<file path="config.mk">
export PLATFORM = sky130hd
export DESIGN_NAME = clock_time_controller_flat
export DESIGN_NICKNAME = d
export VERILOG_FILES = /design/src/rtl/clock_time_controller_if.sv /design/src/rtl/clock_time_controller.sv /design/src/flat_wrapper.sv
export SDC_FILE = /design/constraint.sdc
export NUM_CORES = 1
export LEC_CHECK = 0
export BUFFER_PORTS_ARGS = -buffer_cell sky130_fd_sc_hd__buf_2
export CAP_MARGIN = 20
export CELL_PAD_IN_SITES_DETAIL_PLACEMENT = 1
export CELL_PAD_IN_SITES_GLOBAL_PLACEMENT = 2
export CORE_AREA = 3 3 91 93
export DETAILED_ROUTE_END_ITERATION = 7
export DIE_AREA = 0 0 94 96
export HOLD_SLACK_MARGIN = 0.12
export PLACE_DENSITY_LB_ADDON = 0.1
export SYNTH_ARGS = -nofsm -noshare
export SYNTH_HDL_FRONTEND = slang
export SYNTH_SLANG_ARGS = --single-unit
</file>
<file path="constraint.sdc">
create_clock -name clk_in -period 2.1 [get_ports clk_in]
set_clock_uncertainty 0.2 [all_clocks]
set_input_delay 0.42 -clock clk_in [delete_from_list [all_inputs] [get_ports clk_in]]
set_output_delay 0.42 -clock clk_in [all_outputs]
set_load 0.01 [all_outputs]
</file>
<file path="src/rtl/clock_time_controller_if.sv">
// Button inputs and time/status outputs of the timekeeping controller.
// Master drives the buttons and observes the display fields; slave is the controller.
// No flow control: buttons are single-cycle pulses, outputs are valid every cycle.
interface clock_time_controller_if;
    logic       mode_btn;
    logic       inc_btn;
    logic [4:0] hours;
    logic [5:0] minutes;
    logic [5:0] seconds;
    logic [1:0] mode;
    logic       sec_tick;
    logic       blink;

    modport master (
        output mode_btn, inc_btn,
        input  hours, minutes, seconds, mode, sec_tick, blink
    );

    modport slave (
        input  mode_btn, inc_btn,
        output hours, minutes, seconds, mode, sec_tick, blink
    );
endinterface

</file>
<file path="src/rtl/clock_time_controller.sv">
// HH:MM:SS 24-hour timekeeper with internal seconds prescaler and RUN/SET_HR/SET_MIN mode FSM.
// Latency: all outputs registered; time updates on the edge after sec_tick is high.
// No backpressure: button pulses are consumed the cycle they arrive (mode_btn beats inc_btn).
module clock_time_controller #(
    parameter int TICK_DIV = 50000000
) (
    input  logic                    clk_in,
    input  logic                    rst,
    clock_time_controller_if.slave  ctl
);

    typedef enum logic [1:0] {
        RUN     = 2'd0,
        SET_HR  = 2'd1,
        SET_MIN = 2'd2
    } mode_e;

    localparam int            CW       = $clog2(TICK_DIV);
    localparam logic [CW-1:0] PRE_LAST = CW'(TICK_DIV - 1);
    localparam logic [CW-1:0] PRE_ONE  = CW'(1);

    mode_e         mode_q,  mode_d;
    logic [CW-1:0] pre_q,   pre_d;
    logic          tick_q,  tick_d;
    logic          blink_q, blink_d;
    logic [4:0]    hours_q, hours_d;
    logic [5:0]    min_q,   min_d;
    logic [5:0]    sec_q,   sec_d;

    // Next state: prescaler, time fields, blink and mode, with mode_btn taking priority over inc_btn.
    always_comb begin
        mode_d  = mode_q;
        blink_d = blink_q;
        hours_d = hours_q;
        min_d   = min_q;
        sec_d   = sec_q;
        // The prescaler free-runs in every mode; the strobe is high for the cycle after the last count.
        pre_d   = (pre_q == PRE_LAST) ? '0 : pre_q + PRE_ONE;
        tick_d  = (pre_q == PRE_LAST);

        case (mode_q)
            RUN: begin
                blink_d = 1'b1;
                // Full cascade on one edge so 23:59:59 rolls straight to 00:00:00.
                if (tick_q) begin
                    if (sec_q == 6'd59) begin
                        sec_d = 6'd0;
                        if (min_q == 6'd59) begin
                            min_d   = 6'd0;
                            hours_d = (hours_q == 5'd23) ? 5'd0 : hours_q + 5'd1;
                        end else begin
                            min_d = min_q + 6'd1;
                        end
                    end else begin
                        sec_d = sec_q + 6'd1;
                    end
                end
                if (ctl.mode_btn) begin
                    mode_d = SET_HR;
                end
            end
            SET_HR: begin
                if (ctl.mode_btn) begin
                    mode_d  = SET_MIN;
                    blink_d = 1'b1;
                end else begin
                    if (ctl.inc_btn) begin
                        hours_d = (hours_q == 5'd23) ? 5'd0 : hours_q + 5'd1;
                    end
                    if (tick_q) begin
                        blink_d = ~blink_q;
                    end
                end
            end
            SET_MIN: begin
                if (ctl.mode_btn) begin
                    // Restart timing from a whole second with the freshly set minutes.
                    mode_d  = RUN;
                    blink_d = 1'b1;
                    sec_d   = 6'd0;
                    pre_d   = '0;
                    tick_d  = 1'b0;
                end else begin
                    if (ctl.inc_btn) begin
                        min_d = (min_q == 6'd59) ? 6'd0 : min_q + 6'd1;
                    end
                    if (tick_q) begin
                        blink_d = ~blink_q;
                    end
                end
            end
            default: begin
                mode_d  = RUN;
                blink_d = 1'b1;
            end
        endcase
    end

    // State registers with synchronous reset to 00:00:00 in RUN.
    always_ff @(posedge clk_in) begin
        if (rst) begin
            mode_q  <= RUN;
            pre_q   <= '0;
            tick_q  <= 1'b0;
            blink_q <= 1'b1;
            hours_q <= 5'd0;
            min_q   <= 6'd0;
            sec_q   <= 6'd0;
        end else begin
            mode_q  <= mode_d;
            pre_q   <= pre_d;
            tick_q  <= tick_d;
            blink_q <= blink_d;
            hours_q <= hours_d;
            min_q   <= min_d;
            sec_q   <= sec_d;
        end
    end

    assign ctl.hours    = hours_q;
    assign ctl.minutes  = min_q;
    assign ctl.seconds  = sec_q;
    assign ctl.mode     = mode_q;
    assign ctl.sec_tick = tick_q;
    assign ctl.blink    = blink_q;

endmodule

</file>
<file path="src/flat_wrapper.sv">
// flat-port wrapper written by rule: the top's interface ports become plain ports
module clock_time_controller_flat 
#(
    parameter int TICK_DIV = 50000000
)
  (clk_in, rst, ctl_mode_btn, ctl_inc_btn, ctl_hours, ctl_minutes, ctl_seconds, ctl_mode, ctl_sec_tick, ctl_blink);
  clock_time_controller_if ctl_i ();
  input  logic clk_in;
  input  logic rst;
  input wire logic [$bits(ctl_i.mode_btn)-1:0] ctl_mode_btn;
  input wire logic [$bits(ctl_i.inc_btn)-1:0] ctl_inc_btn;
  output wire logic [$bits(ctl_i.hours)-1:0] ctl_hours;
  output wire logic [$bits(ctl_i.minutes)-1:0] ctl_minutes;
  output wire logic [$bits(ctl_i.seconds)-1:0] ctl_seconds;
  output wire logic [$bits(ctl_i.mode)-1:0] ctl_mode;
  output wire logic [$bits(ctl_i.sec_tick)-1:0] ctl_sec_tick;
  output wire logic [$bits(ctl_i.blink)-1:0] ctl_blink;
  assign ctl_i.mode_btn = ctl_mode_btn;
  assign ctl_i.inc_btn = ctl_inc_btn;
  assign ctl_hours = ctl_i.hours;
  assign ctl_minutes = ctl_i.minutes;
  assign ctl_seconds = ctl_i.seconds;
  assign ctl_mode = ctl_i.mode;
  assign ctl_sec_tick = ctl_i.sec_tick;
  assign ctl_blink = ctl_i.blink;
  clock_time_controller #(.TICK_DIV(TICK_DIV)) u_core (.clk_in(clk_in), .rst(rst), .ctl(ctl_i));
endmodule
</file>
Yosys cells after proc, flatten, opt, wreduce, memory -nomap -nowiden
Cells that the tools add are included.
W data, S select, Z words.
Operators by class
  add/subtract/negate cells: 4
  equality and inequality tests: 16
  mux-type cells: 26
  bitwise logic cells: 2
  reduce and logical (&&, ||, !) cells: 9
Operators by type and width (number)
  $mux W26: 3
  $mux W6: 8
  $mux W5: 6
  $add A26 B1 Y26 const B: 1
  $eq A26 B26 Y1 const B: 1
  $pmux W6 S2: 2
  $ne A2 B2 Y1 const B: 7
  $add A6 B1 Y6 const B: 2
  $eq A6 B6 Y1 const B: 2
  $pmux W5 S2: 1
  $mux W2: 3
  $ne A2 B1 Y1 const B: 3
  $pmux W2 S3: 1
  $reduce_and A3 Y1: 2
  $reduce_and A6 Y1: 1
  $add A5 B1 Y5 const B: 1
  $eq A5 B5 Y1 const B: 1
  $reduce_and A5 Y1: 1
  $reduce_bool A2 Y1: 2
  $reduce_or A3 Y1: 1
  $eq A2 B1 Y1 const B: 1
  $eq A2 B2 Y1 const B: 1
  $logic_not A2 Y1: 1
  $mux W1: 2
  other kinds (2): 3
Storage, ports and cells
  bits in registers: 47
  input port bits: 4
  output and inout bits: 21
  logic and storage cells: 64

Logic depth before layout (Yosys ltp)
Gate-level depths: netlist of the first run.
  word-level depth: 6
  depth in mapped cells: 8
  gate-level depth less buffers: 6

Least setup slack after synthesis of the first run
No wires, ideal clock.
  path kind: reg2reg
  start: register u_core.mode_q[0] (netlist: u_core.ctl.mode[0])
  end: register u_core.sec_q[4] (netlist: u_core.ctl.seconds[4])
  library setup time: 0.072 ns
  arrival time: 2.052 ns
  required time: 1.828 ns
  path slack: -0.224 ns
  stages on the path, launching flop included: 9
  buffers on the path: 2
  period minus slack after synthesis: 2.324 ns
  cells stage by stage: dfxtp_1 > inv_1 > ha_1 > buf_2 > nor2b_1 > or3_1 > clkbuf_1 > or4_1 > a21oi_1
Between the ends
  cells in the longest elaborated chain, start to end: 3
  elaborated cells between the ends (all ways): 7
  those cells by class: eq/ne: 3; mux: 1; reduce/logical: 3
Ends and longest elaborated chain
  start, declared: RTL line clock_time_controller.sv:22  | mode_e mode_q, mode_d;
  start signal, assigned: RTL line clock_time_controller.sv:110  | mode_q <= mode_d;
  $eq A2 B2 Y1 or $logic_not A2 Y1 (tied branches): RTL line clock_time_controller.sv:41  | case (mode_q)
  $ne A2 B2 Y1 (no line) (tied with other cells)
  $reduce_and A3 Y1 (no line)
  end signal, assigned: RTL line clock_time_controller.sv:108  | sec_q <= 6'd0;
  end signal, assigned: RTL line clock_time_controller.sv:116  | sec_q <= sec_d;
  end, declared: RTL line clock_time_controller.sv:28  | logic [5:0] sec_q, sec_d;
Parallel ways exist; a longest one is shown, timed or not.
A chain may end at the register's enable or synchronous reset.

Worst setup path in the final report of the first run
  start: register u_core.mode_q[1] (netlist: u_core.ctl.mode[1])
  end: register u_core.hours_q[4] (netlist: u_core.ctl.hours[4])
Between the ends
  cells in the longest elaborated chain, start to end: 3
  elaborated cells between the ends (all ways): 10
  those cells by class: eq/ne: 6; mux: 1; reduce/logical: 3
Ends and longest elaborated chain
  $eq A2 B1 Y1 or $logic_not A2 Y1 (tied branches): RTL line clock_time_controller.sv:41
  $ne A2 B2 Y1 (no line) (tied with other cells)
  $reduce_and A6 Y1 (no line)
  end signal, assigned: RTL line clock_time_controller.sv:114  | hours_q <= hours_d;
  end, declared: RTL line clock_time_controller.sv:26  | logic [4:0] hours_q, hours_d;
Parallel ways exist; a longest one is shown, timed or not.

==> impl_summary.log, run 1 <==
[metrics] outcome: complete, no violations
[metrics] CP Capture Type: register
[metrics] TritonCTS clock tree: yes
[metrics] wire length of the first global-routing pass: 10900 microns
[metrics] synthesized instance count: 282
[metrics] power density normalized to cell area: 601 nW/um^2
[metrics] maximum buffer depth of the clock tree: 2
[metrics] actual transition at the worst max-transition pin: 0.382 ns
[metrics] commonest non-fill, non-tap cell in the layout: sky130_fd_sc_hd__buf_4
[metrics] antenna violations before repair: 0
[metrics] horizontal die dimension: 94 microns
[metrics] via count normalized by instance count: 5.13
[metrics] count of pins over their slew limit: 0
[metrics] number of buffers added by the clock tree synthesis step: 5
[metrics] fraction of synthesized area in multiplexers: 1.31%
[metrics] First DRT Iteration DRCs: 38
[metrics] Antenna Cells: 0
[metrics] Initial Util: 31.4%
[metrics] Required @ worst endpoint: 2.14 ns
[metrics] number of nets with antenna violations after detailed routing: 0
[metrics] critical path data arrival time: 2.09 ns
[metrics] Finished Core Util: 41.5%
[metrics] DP Wirelength: between 4000 and 5000 microns
[metrics] number of max-capacitance violations reported: 0
[metrics] deepest level of the CTS H-tree: 2
[metrics] Pre-Repair DR Iteration Count: 4
[metrics] Rows: 32
[metrics] clock latency of the later-clocked register in the worst-skew pair: 0.30 ns
[metrics] sequential-to-total area share from yosys stat: 39.4%
[metrics] wire length reported by the detailed router: 6540 microns
[metrics] most frequent cells in the layout: sky130_fd_sc_hd__buf_4, sky130_fd_sc_hd__dfxtp_1, sky130_fd_sc_hd__buf_2
[metrics] average footprint of a synthesized cell: 8.47 sq um
[metrics] final setup violation count: 0
[metrics] number of buffers added on ports: 24
[metrics] Synthesized Nets: 295
[metrics] worst setup slack before clock tree synthesis: -0.000446 ns
[metrics] number of library cell types mapped by synthesis: 42
[metrics] total clock sinks: between 40 and 50
[metrics] minimum setup slack in the final design: around 0.06 ns
[metrics] final hold viol count: 0
[metrics] pin count of the biggest net entering global routing: 26
[metrics] number of global-route vias before repair: 2249
[metrics] DR WL/cell: 14.6 microns
[metrics] max frequency: 490 MHz
[metrics] combinational family with the most area after synthesis: simple AND/OR/NAND/NOR gates
[metrics] worst IR drop on VDD: 0.000210 V
[metrics] die outline height: 96 microns
[metrics] clock edge transition at the registers on the reported setup and hold paths: 0.09 ns
[metrics] Total Routing Usage GR: approximately 15%
[metrics] static leakage: 1.18 nW
[metrics] kind of critical path: reg2reg
[metrics] number of hold-repair buffers added at the cts stage: 0
[metrics] type of element launching the critical path: register
[metrics] complex-gate fraction of the synthesized area: 17.7%
[metrics] Die ar.: 9020 sq um
[metrics] Tmin final: roughly 2 ns
[metrics] Synth Register Bits: 47
[metrics] net count reported at finish: 358
[metrics] Post-route DRC: 0
[metrics] total congestion overflow after global routing: 0
[metrics] simple logic cell fraction of the synthesized area: 27.4%
[metrics] HP Class: in2reg
[metrics] weighted congestion reported at the end of routability-driven placement: 0.748
[metrics] cell at the root of the clock tree: sky130_fd_sc_hd__clkbuf_8
[metrics] I/O pin count: 25
[metrics] yosys warns: 0
[metrics] period utilisation layout: 97.2%
[metrics] maximum fanout along the worst path: 7
[metrics] count of vias placed by the detailed router: 2298
[metrics] Adder-Cell Fraction of Synth Area: 4.71%
[metrics] Core Box Area: 7610 sq um
[metrics] xor-xnor portion of the synthesized cell area: between 5 and 6%
[metrics] P&R area growth vs syn: 32.1%
[metrics] share of layout cells above drive strength 1: 30.1%
[metrics] worst-case headroom to the max-slew limit: 74.5%
[metrics] cell area after synthesis: 2390 sq um
-- final timing paths --
path | start | endpoint | slack [ns] | cells after the start
worst max register to register | u_core.ctl.mode[1] | u_core.ctl.hours[4] | 0.06 | 7
worst min-delay path | rst | u_core.ctl.mode[1] | 0.20 | 2
worst max-delay path | u_core.ctl.mode[1] | u_core.ctl.hours[4] | 0.06 | 7
worst min register to register | u_core.pre_q[0] | u_core.pre_q[0] | 0.25 | 1
-- cells in the mapped netlist (all sizes together) --
cell | count | area share (%)
a31oi | 2 | 0.52
buf | 5 | 1.2
o21ai | 12 | 2.5
nand2b | 3 | 0.79
nor4bb | 1 | 0.42
a221oi | 1 | 0.37
nor4 | 4 | 1.0
nor2b | 3 | 0.79
dfxtp | 47 | 39
a311oi | 3 | 1.1
xnor2 | 9 | 3.3
mux2 | 1 | 0.47
and4 | 2 | 0.73
nor3 | 3 | 0.63
nor4b | 1 | 0.37
nand2 | 20 | 3.1
xor2 | 5 | 1.8
nand4 | 7 | 1.8
mux2i | 2 | 0.84
a21oi | 26 | 5.4
or3 | 8 | 2.1
o31ai | 15 | 4.9
nand4b | 2 | 0.73
and3 | 6 | 1.6
a311o | 1 | 0.42
o31a | 1 | 0.37
ha | 9 | 4.7
nor2 | 19 | 3.0
and4b | 1 | 0.42
inv | 14 | 2.2
nor3b | 1 | 0.31
a31o | 1 | 0.37
nand3 | 19 | 4.2
a21o | 3 | 0.94
or4b | 1 | 0.42
a41oi | 2 | 0.73
clkbuf | 6 | 0.94
and2 | 1 | 0.26
or4 | 15 | 4.7
-- metrics by stage --
stage                     instance area, sq um  cells  total power, W  hold slack, ns  setup TNS [ns]
after global routing                      3150    448         0.00201           0.206         -0.0282
final                                     3150    448         0.00190           0.200               0
after floorplan                           2440    282         0.00110           0.247         -0.0178
after detailed placement                  2890    432         0.00121           0.278       -0.000446
after CTS                                 3010    440         0.00191           0.193               0
after global placement                    2890    432         0.00121           0.270               0
-- registers in the layout, indices dropped and copies added (netlist names) --
name	count
u_core.pre_q	26
u_core.ctl.minutes	6
u_core.ctl.seconds	6
u_core.ctl.hours	5
u_core.ctl.mode	2
u_core.ctl.blink	1
u_core.ctl.sec_tick	1
-- layout make-up --
class                      instances  area [sq um]
fill                             945          4450
sequential                        47           962
multi-input combinational        210          1430
inverter                          14          61.3
tap                              102           128
clock inverter                     1          30.0
clock buffer                       7          76.3
timing repair buffer              67           463
-- worst max-delay path, cell delays in order, from the launching register on --
cell,delay (ns)
sky130_fd_sc_hd__dfxtp_4,0.37
sky130_fd_sc_hd__inv_4,0.07
sky130_fd_sc_hd__ha_4,0.13
sky130_fd_sc_hd__buf_4,0.12
sky130_fd_sc_hd__clkinvlp_4,0.11
sky130_fd_sc_hd__mux2_4,0.33
sky130_fd_sc_hd__or4_4,0.52
sky130_fd_sc_hd__a21oi_2,0.12
-- where the power goes --
part / total (W) / switching (W) / leakage, nW / internal, W
Clock: 0.000675 / 0.000318 / 0.0524 / 0.000357
Combinational: 0.000284 / 0.000153 / 0.740 / 0.000131
Sequential: 0.000938 / 0.0000250 / 0.386 / 0.000913
Total: 0.00190 / 0.000496 / 1.18 / 0.00140
-- kinds of logic after synthesis --
group | Yosys count
AND/OR/NAND/NOR | 117
adder cells (fa/ha/maj) | 9
buffers and inverters | 25
flip-flops | 47
XOR/XNOR | 14
multiplexers | 3
AO/OA/AOI/OAI | 67
-- metal layers --
layer	part of all wire, %	GRT usage, %	vias to the layer above	routed length [microns]
li1	-	-	1171	-
met1	47	19.2	1101	3070
met2	50	26.4	20	3250
met3	2.4	2.66	6	157
met4	0.99	3.97	0	65
met5	0	0	-	0
-- timing repair --
item                       4_1_cts  5_1_grt
pin swaps                        0        2
setup endpoints to repair        4       19
setup buffers                    0        8
hold endpoints to repair         0        0
gates resized for setup          3       25
No activity file was read; power rests on OpenSTA's default activity.
==> inputs of run 2 (changes only) <==
- BUFFER_PORTS_ARGS: -buffer_cell sky130_fd_sc_hd__buf_2 -> -buffer_cell sky130_fd_sc_hd__buf_4
- CORE_AREA: 3 3 91 93 -> 2 2 83 85
- DIE_AREA: 0 0 94 96 -> 0 0 85 87
- clock period: 2.1 -> 2.51 ns (I/O delays scaled with it)
==> run 2 against run 1 <==
  * Routed wire length shrank 11%
  * Global-route usage up 1.6 points
  * Critical endpoint is now u_core.pre_q[22]
  * Fmax decreased by 13%
  * Largest power group unchanged
  * First-iteration DRC count increased by 21%
  * Via count decreased by 6.2%
  * Critical path type unchanged
  * Register-to-register slack better by 0.11 ns
  * Largest cell class unchanged
==> impl_summary.log, run 2 (synthesized netlist as in run 1, its figures left out) <==
[metrics] accumulated negative setup slack: 0 ns
[metrics] pin count of the biggest net entering global routing: 26
[metrics] kind of critical path: reg2reg
[metrics] post-CTS setup repair buffer count: 0
[metrics] worst IR drop on VDD: 0.000248 V
[metrics] count of pins over their slew limit: 0
[metrics] top register by number of flip-flops: u_core.pre_q
[metrics] share of layout cells above drive strength 1: ~14%
[metrics] worst-case headroom to the max-slew limit: 62.2%
[metrics] number of nets with antenna violations after detailed routing: 0
[metrics] max frequency: 428 MHz
[metrics] Rows: 30
[metrics] number of max-capacitance violations reported: 0
[metrics] setup repair after global routing missed its margin: no
[metrics] power density normalized to cell area: ~560 nW/um^2
[metrics] Initial Util: between 30% and 40%
[metrics] maximum fanout along the worst path: 16
[metrics] DR WL/cell: approximately 15 microns
[metrics] count of fill cells added during filler insertion: 795
[metrics] number of global-route vias before repair: 2177
[metrics] Post-route DRC: 0
[metrics] count of vias placed by the detailed router: 2155
[metrics] Die ar.: 7400 sq um
[metrics] clock edge transition at the registers on the reported setup and hold paths: 0.09 ns
[metrics] type of element launching the critical path: register
[metrics] static leakage: 0.985 nW
[metrics] Final Power: between 0.0015 and 0.002 W
[metrics] number of buffers added on ports: 24
[metrics] total congestion overflow after global routing: 0
[metrics] worst-case register-to-register setup slack: about 0.17 ns
[metrics] final hold viol count: 0
[metrics] reg2reg path depth: 4
[metrics] actual transition at the worst max-transition pin: 0.559 ns
[metrics] commonest non-fill, non-tap cell in the layout: sky130_fd_sc_hd__dfxtp_1
[metrics] max reg flops: 26
[metrics] deepest level of the CTS H-tree: 2
[metrics] wire length of the first global-routing pass: 10100 microns
[metrics] die outline height: 87 microns
[metrics] cell at the root of the clock tree: sky130_fd_sc_hd__clkbuf_8
[metrics] weighted congestion reported at the end of routability-driven placement: 0.793
[metrics] DP Wirelength: 4300 microns
[metrics] total clock sinks: 47
[metrics] Required @ worst endpoint: 2.55 ns
[metrics] clock latency of the later-clocked register in the worst-skew pair: 0.30 ns
[metrics] Tmin final: between 2 and 2.5 ns
[metrics] horizontal die dimension: 85 microns
[metrics] outcome: complete, no violations
[metrics] antenna violations before repair: 0
[metrics] minimum setup slack in the final design: between 0.15 and 0.2 ns
[metrics] Final Instance Area: 2780 sq um
[metrics] wire length reported by the detailed router: between 5000 and 6000 microns
[metrics] I/O pin count: 25
[metrics] worst hold path stage count: 3
[metrics] capture endpoint of the worst hold path: u_core.ctl.blink
[metrics] area of placed instances: 2660 sq um
[metrics] Pre-Repair DR Iteration Count: 4
[metrics] number of buffers added by the clock tree synthesis step: 5
[metrics] TritonCTS clock tree: yes
[metrics] Total Routing Usage GR: between 15 and 20%
[metrics] beginning of the worst register-to-register path: u_core.pre_q[9]
[metrics] via count normalized by instance count: 5.54
[metrics] Core Box Area: about 6600 sq um
[metrics] critical path data arrival time: 2.38 ns
[metrics] HP Class: in2reg
[metrics] final setup violation count: 0
[metrics] critical register-to-register path endpoint: u_core.pre_q[22]
[metrics] combined flip-flop and latch cell area: 941 sq um
[metrics] worst setup slack before clock tree synthesis: around 0.20 ns
[metrics] maximum buffer depth of the clock tree: 2
[metrics] P&R area growth vs syn: 16.4%
[metrics] First DRT Iteration DRCs: 46
[metrics] Antenna Cells: 0
[metrics] number of cells upsized or downsized after cts: 0
[metrics] most frequent cells in the layout: sky130_fd_sc_hd__dfxtp_1, sky130_fd_sc_hd__buf_4, sky130_fd_sc_hd__a21oi_1
[metrics] period utilisation layout: 93.1%
[metrics] CP Capture Type: register
[metrics] min-delay src: ctl_mode_btn
[metrics] multi-input combinational cell area: 1350 sq um
[metrics] number of hold-repair buffers added at the cts stage: 0
[metrics] net count reported at finish: 321
==> run 2: critical path, cell delays in order (launching register included) <==
cell,delay [ns]
sky130_fd_sc_hd__dfxtp_1,0.39
sky130_fd_sc_hd__and3_1,0.25
sky130_fd_sc_hd__or4b_1,0.69
sky130_fd_sc_hd__or4_1,0.58
sky130_fd_sc_hd__a21oi_1,0.15
==> run 2: power breakdown <==
part           internal (W)  leakage, nW  switching [W]
Clock              0.000323       0.0612       0.000268
Combinational     0.0000666        0.544       0.000106
Sequential         0.000763        0.380      0.0000221
==> run 2: worst max path at each step <==
stage                     slack, ns  depth (start not counted)               endpoint          startpoint
after floorplan                0.19                          8  u_core.ctl.seconds[4]  u_core.ctl.mode[0]
after global placement         0.25                          4       u_core.pre_q[22]     u_core.pre_q[9]
after detailed placement       0.20                          4       u_core.pre_q[22]     u_core.pre_q[9]
after CTS                      0.18                          4       u_core.pre_q[22]     u_core.pre_q[9]
after global routing           0.01                          6  u_core.ctl.seconds[4]  u_core.ctl.mode[0]
final                          0.17                          4       u_core.pre_q[22]     u_core.pre_q[9]
==> run 2: final cells by class <==
| type | instances | share of cell area [%] |
|---|---|---|
| Inverter | 14 | 1.89 |
| Sequential cell | 47 | 33.8 |
| Clock buffer | 6 | 2.97 |
| Clock inverter | 2 | 1.26 |
| Tap cell | 80 | 3.60 |
| Multi-Input combinational cell | 210 | 48.4 |
| Timing Repair Buffer | 30 | 8.10 |
==> run 2: per-stage QoR <==
step / hold WS, ns / std cells / utilization [%]
after floorplan: 0.247 / 282 / -
after global placement: 0.263 / 381 / 40.6
after CTS: 0.277 / 389 / 42.3
after detailed placement: 0.273 / 381 / 40.6
final: 0.287 / 389 / 42.3
after global routing: 0.286 / 389 / 42.3
==> run 2: layer usage <==
metal / share of wire (%) / global-route usage (%)
met1: 47 / 20.6
met5: 0 / 0
met2: 49 / 29.5
met3: 2.5 / 3.13
met4: 1.3 / 5.19
==> inputs of run 3 (changes only) <==
- BUFFER_PORTS_ARGS: -buffer_cell sky130_fd_sc_hd__buf_4 -> -buffer_cell sky130_fd_sc_hd__buf_2
==> run 3 against run 2 <==
  * Sequential share of layout area grew 0.75 points
  * Setup slack lost 0.0045 ns
  * Fmax shrank 0.19%
  * Flip-flop and latch count is the same
  * Final area shrank 2.2%
  * Global-route usage grew 0.10 points
  * Worst hold slack gained 0.0030 ns
  * Count of clock-buffer cells in the layout is the same
  * Clock power is essentially flat
  * Critical path depth is the same
  * Non-clock buffer count is the same
  * Sequential power is essentially flat
  * Largest cell class unchanged
  * Largest power group unchanged
  * Highest routed layer unchanged
==> impl_summary.log, run 3 (synthesized netlist as in run 1, its figures left out) <==
[metrics] final hold viol count: 0
[metrics] Die ar.: between 7000 and 8000 sq um
[metrics] accumulated negative setup slack: 0 ns
[metrics] via count normalized by instance count: 5.58
[metrics] Total Routing Usage GR: 16.8%
[metrics] max reg flops: 26
[metrics] deepest level of the CTS H-tree: 2
[metrics] cell at the root of the clock tree: sky130_fd_sc_hd__clkbuf_8
[metrics] final setup violation count: 0
[metrics] reg2reg path depth: 4
[metrics] HP Class: reg2reg
[metrics] worst-case register-to-register setup slack: approximately 0.17 ns
[metrics] area of placed instances: 2600 sq um
[metrics] Core Box Area: 6570 sq um
[metrics] maximum buffer depth of the clock tree: 2
[metrics] commonest non-fill, non-tap cell in the layout: sky130_fd_sc_hd__dfxtp_1
[metrics] First DRT Iteration DRCs: 65
[metrics] weighted congestion reported at the end of routability-driven placement: 0.776
[metrics] static leakage: 0.982 nW
[metrics] family of cells with the greatest summed delay on the critical path: simple AND/OR/NAND/NOR gates
[metrics] slowest cell delay on critical path: 0.69 ns
[metrics] count of fill cells added during filler insertion: between 800 and 900
[metrics] period utilisation layout: between 90% and 100%
[metrics] Pre-Repair DR Iteration Count: 4
[metrics] number of cells upsized or downsized after cts: 0
[metrics] GR peak layer: met2
[metrics] max frequency: roughly 430 MHz
[metrics] number of buffers added by the clock tree synthesis step: 5
[metrics] kind of critical path: reg2reg
[metrics] horizontal die dimension: 85 microns
[metrics] power density normalized to cell area: 567 nW/um^2
[metrics] capture endpoint of the worst hold path: u_core.pre_q[25]
[metrics] most frequent cells in the layout: sky130_fd_sc_hd__dfxtp_1, sky130_fd_sc_hd__a21oi_1, sky130_fd_sc_hd__buf_2
[metrics] CP cell instances: and3_1 > or4b_1 > or4_1 > a21oi_1
[metrics] number of hold-repair buffers added at the cts stage: 0
[metrics] DP Wirelength: approximately 4300 microns
[metrics] number of buffers added on ports: 24
[metrics] top register by number of flip-flops: u_core.pre_q
[metrics] net count reported at finish: 321
[metrics] wire length reported by the detailed router: 5920 microns
[metrics] worst-case headroom to the max-slew limit: 60.9%
[metrics] TritonCTS clock tree: yes
[metrics] Post-route DRC: 0
[metrics] outcome: complete, no violations
[metrics] total congestion overflow after global routing: 0
[metrics] Tmin final: 2.34 ns
[metrics] worst IR drop on VDD: 0.000229 V
[metrics] multi-input combinational cell area: around 1300 sq um
[metrics] beginning of the worst register-to-register path: u_core.pre_q[9]
[metrics] I/O pin count: 25
[metrics] Rows: 30
[metrics] number of nets with antenna violations after detailed routing: 0
[metrics] Initial Util: 36.4%
[metrics] antenna violations before repair: 0
[metrics] die outline height: between 80 and 90 microns
[metrics] worst hold path stage count: 2
[metrics] wire length of the first global-routing pass: 10100 microns
[metrics] Final Instance Area: 2720 sq um
[metrics] number of global-route vias before repair: between 2k and 2.5k
[metrics] count of vias placed by the detailed router: 2172
[metrics] Global Route met1 Usage: about a fifth
[metrics] critical register-to-register path endpoint: u_core.pre_q[22]
[metrics] pin count of the biggest net entering global routing: 26
[metrics] post-CTS setup repair buffer count: 0
[metrics] actual transition at the worst max-transition pin: 0.579 ns
[metrics] clock latency of the later-clocked register in the worst-skew pair: approximately 0.30 ns
[metrics] setup repair after global routing missed its margin: no
[metrics] min-delay src: u_core.pre_q[25]
[metrics] number of buffers and inverters on the critical path: 0
[metrics] type of element launching the critical path: register
[metrics] number of max-capacitance violations reported: 0
[metrics] total clock sinks: 47
[metrics] combined flip-flop and latch cell area: 941 sq um
[metrics] Antenna Cells: 0
[metrics] Required @ worst endpoint: 2.55 ns
[metrics] P&R area growth vs syn: 13.9%
[metrics] GR Layer Usage met2: 29.8%
[metrics] clock edge transition at the registers on the reported setup and hold paths: 0.09 ns
[metrics] critical path data arrival time: ~2.4 ns
[metrics] DR WL/cell: ~15 microns
[metrics] maximum fanout along the worst path: 16
[metrics] Hold WS: 0.290 ns
[metrics] share of layout cells above drive strength 1: between 10% and 20%
[metrics] worst-path cell with the longest stage delay: sky130_fd_sc_hd__or4b_1
[metrics] met3 capacity usage during global routing: 2.56%
[metrics] CP Capture Type: register
[metrics] count of pins over their slew limit: 0
[run 3: cell count changes in the layout (fill, tap and decap cells not counted)]
cell and change:
sky130_fd_sc_hd__buf_4 -24, sky130_fd_sc_hd__buf_2 +24
[run 3: how the worst max path moves through the flow]
stage                                  start               endpoint  slack, ns  cells after the start
after floorplan           u_core.ctl.mode[0]  u_core.ctl.seconds[4]       0.19                      8
after global placement       u_core.pre_q[9]       u_core.pre_q[22]       0.24                      4
after detailed placement     u_core.pre_q[9]       u_core.pre_q[22]       0.18                      4
after CTS                    u_core.pre_q[9]       u_core.pre_q[22]       0.16                      4
after global routing         u_core.pre_q[9]       u_core.pre_q[22]       0.02                      4
final                        u_core.pre_q[9]       u_core.pre_q[22]       0.17                      4
[run 3: where the power goes]
part           internal, W  switching, W
logic            0.0000585      0.000106
registers         0.000763     0.0000217
clock network     0.000323      0.000270
total              0.00114      0.000398
[run 3: tightest hold or removal path, stage by stage, from the launching register on]
cell and delay [ns]:
sky130_fd_sc_hd__dfxtp_1 0.33, sky130_fd_sc_hd__o31ai_1 0.06, sky130_fd_sc_hd__a21oi_1 0.06
[run 3: layer usage]
layer | share of wire (%) | vias to the layer above
li1 | - | 1100
met3 | 2.3 | 7
met5 | 0 | -
met1 | 48 | 1043
met2 | 48 | 22
met4 | 1.4 | 0
[run 3: per-stage QoR]
step                      total power, W  instances  setup slack [ns]  utilization, %
after floorplan                 0.000913        282             0.186               -
after global placement          0.000967        381             0.240            39.6
after detailed placement        0.000969        381             0.181            39.6
after CTS                        0.00157        389             0.164            41.4
after global routing             0.00162        389            0.0175            41.4
final                            0.00154        389             0.168            41.4
[run 3: area by class of cell]
class | instances | share of cell area, %
tap | 80 | 3.68
timing repair buffer | 30 | 6.07
inverter | 14 | 1.93
clock buffer | 6 | 3.03
sequential | 47 | 34.6
clock inverter | 2 | 1.29
multi-input combinational | 210 | 49.4
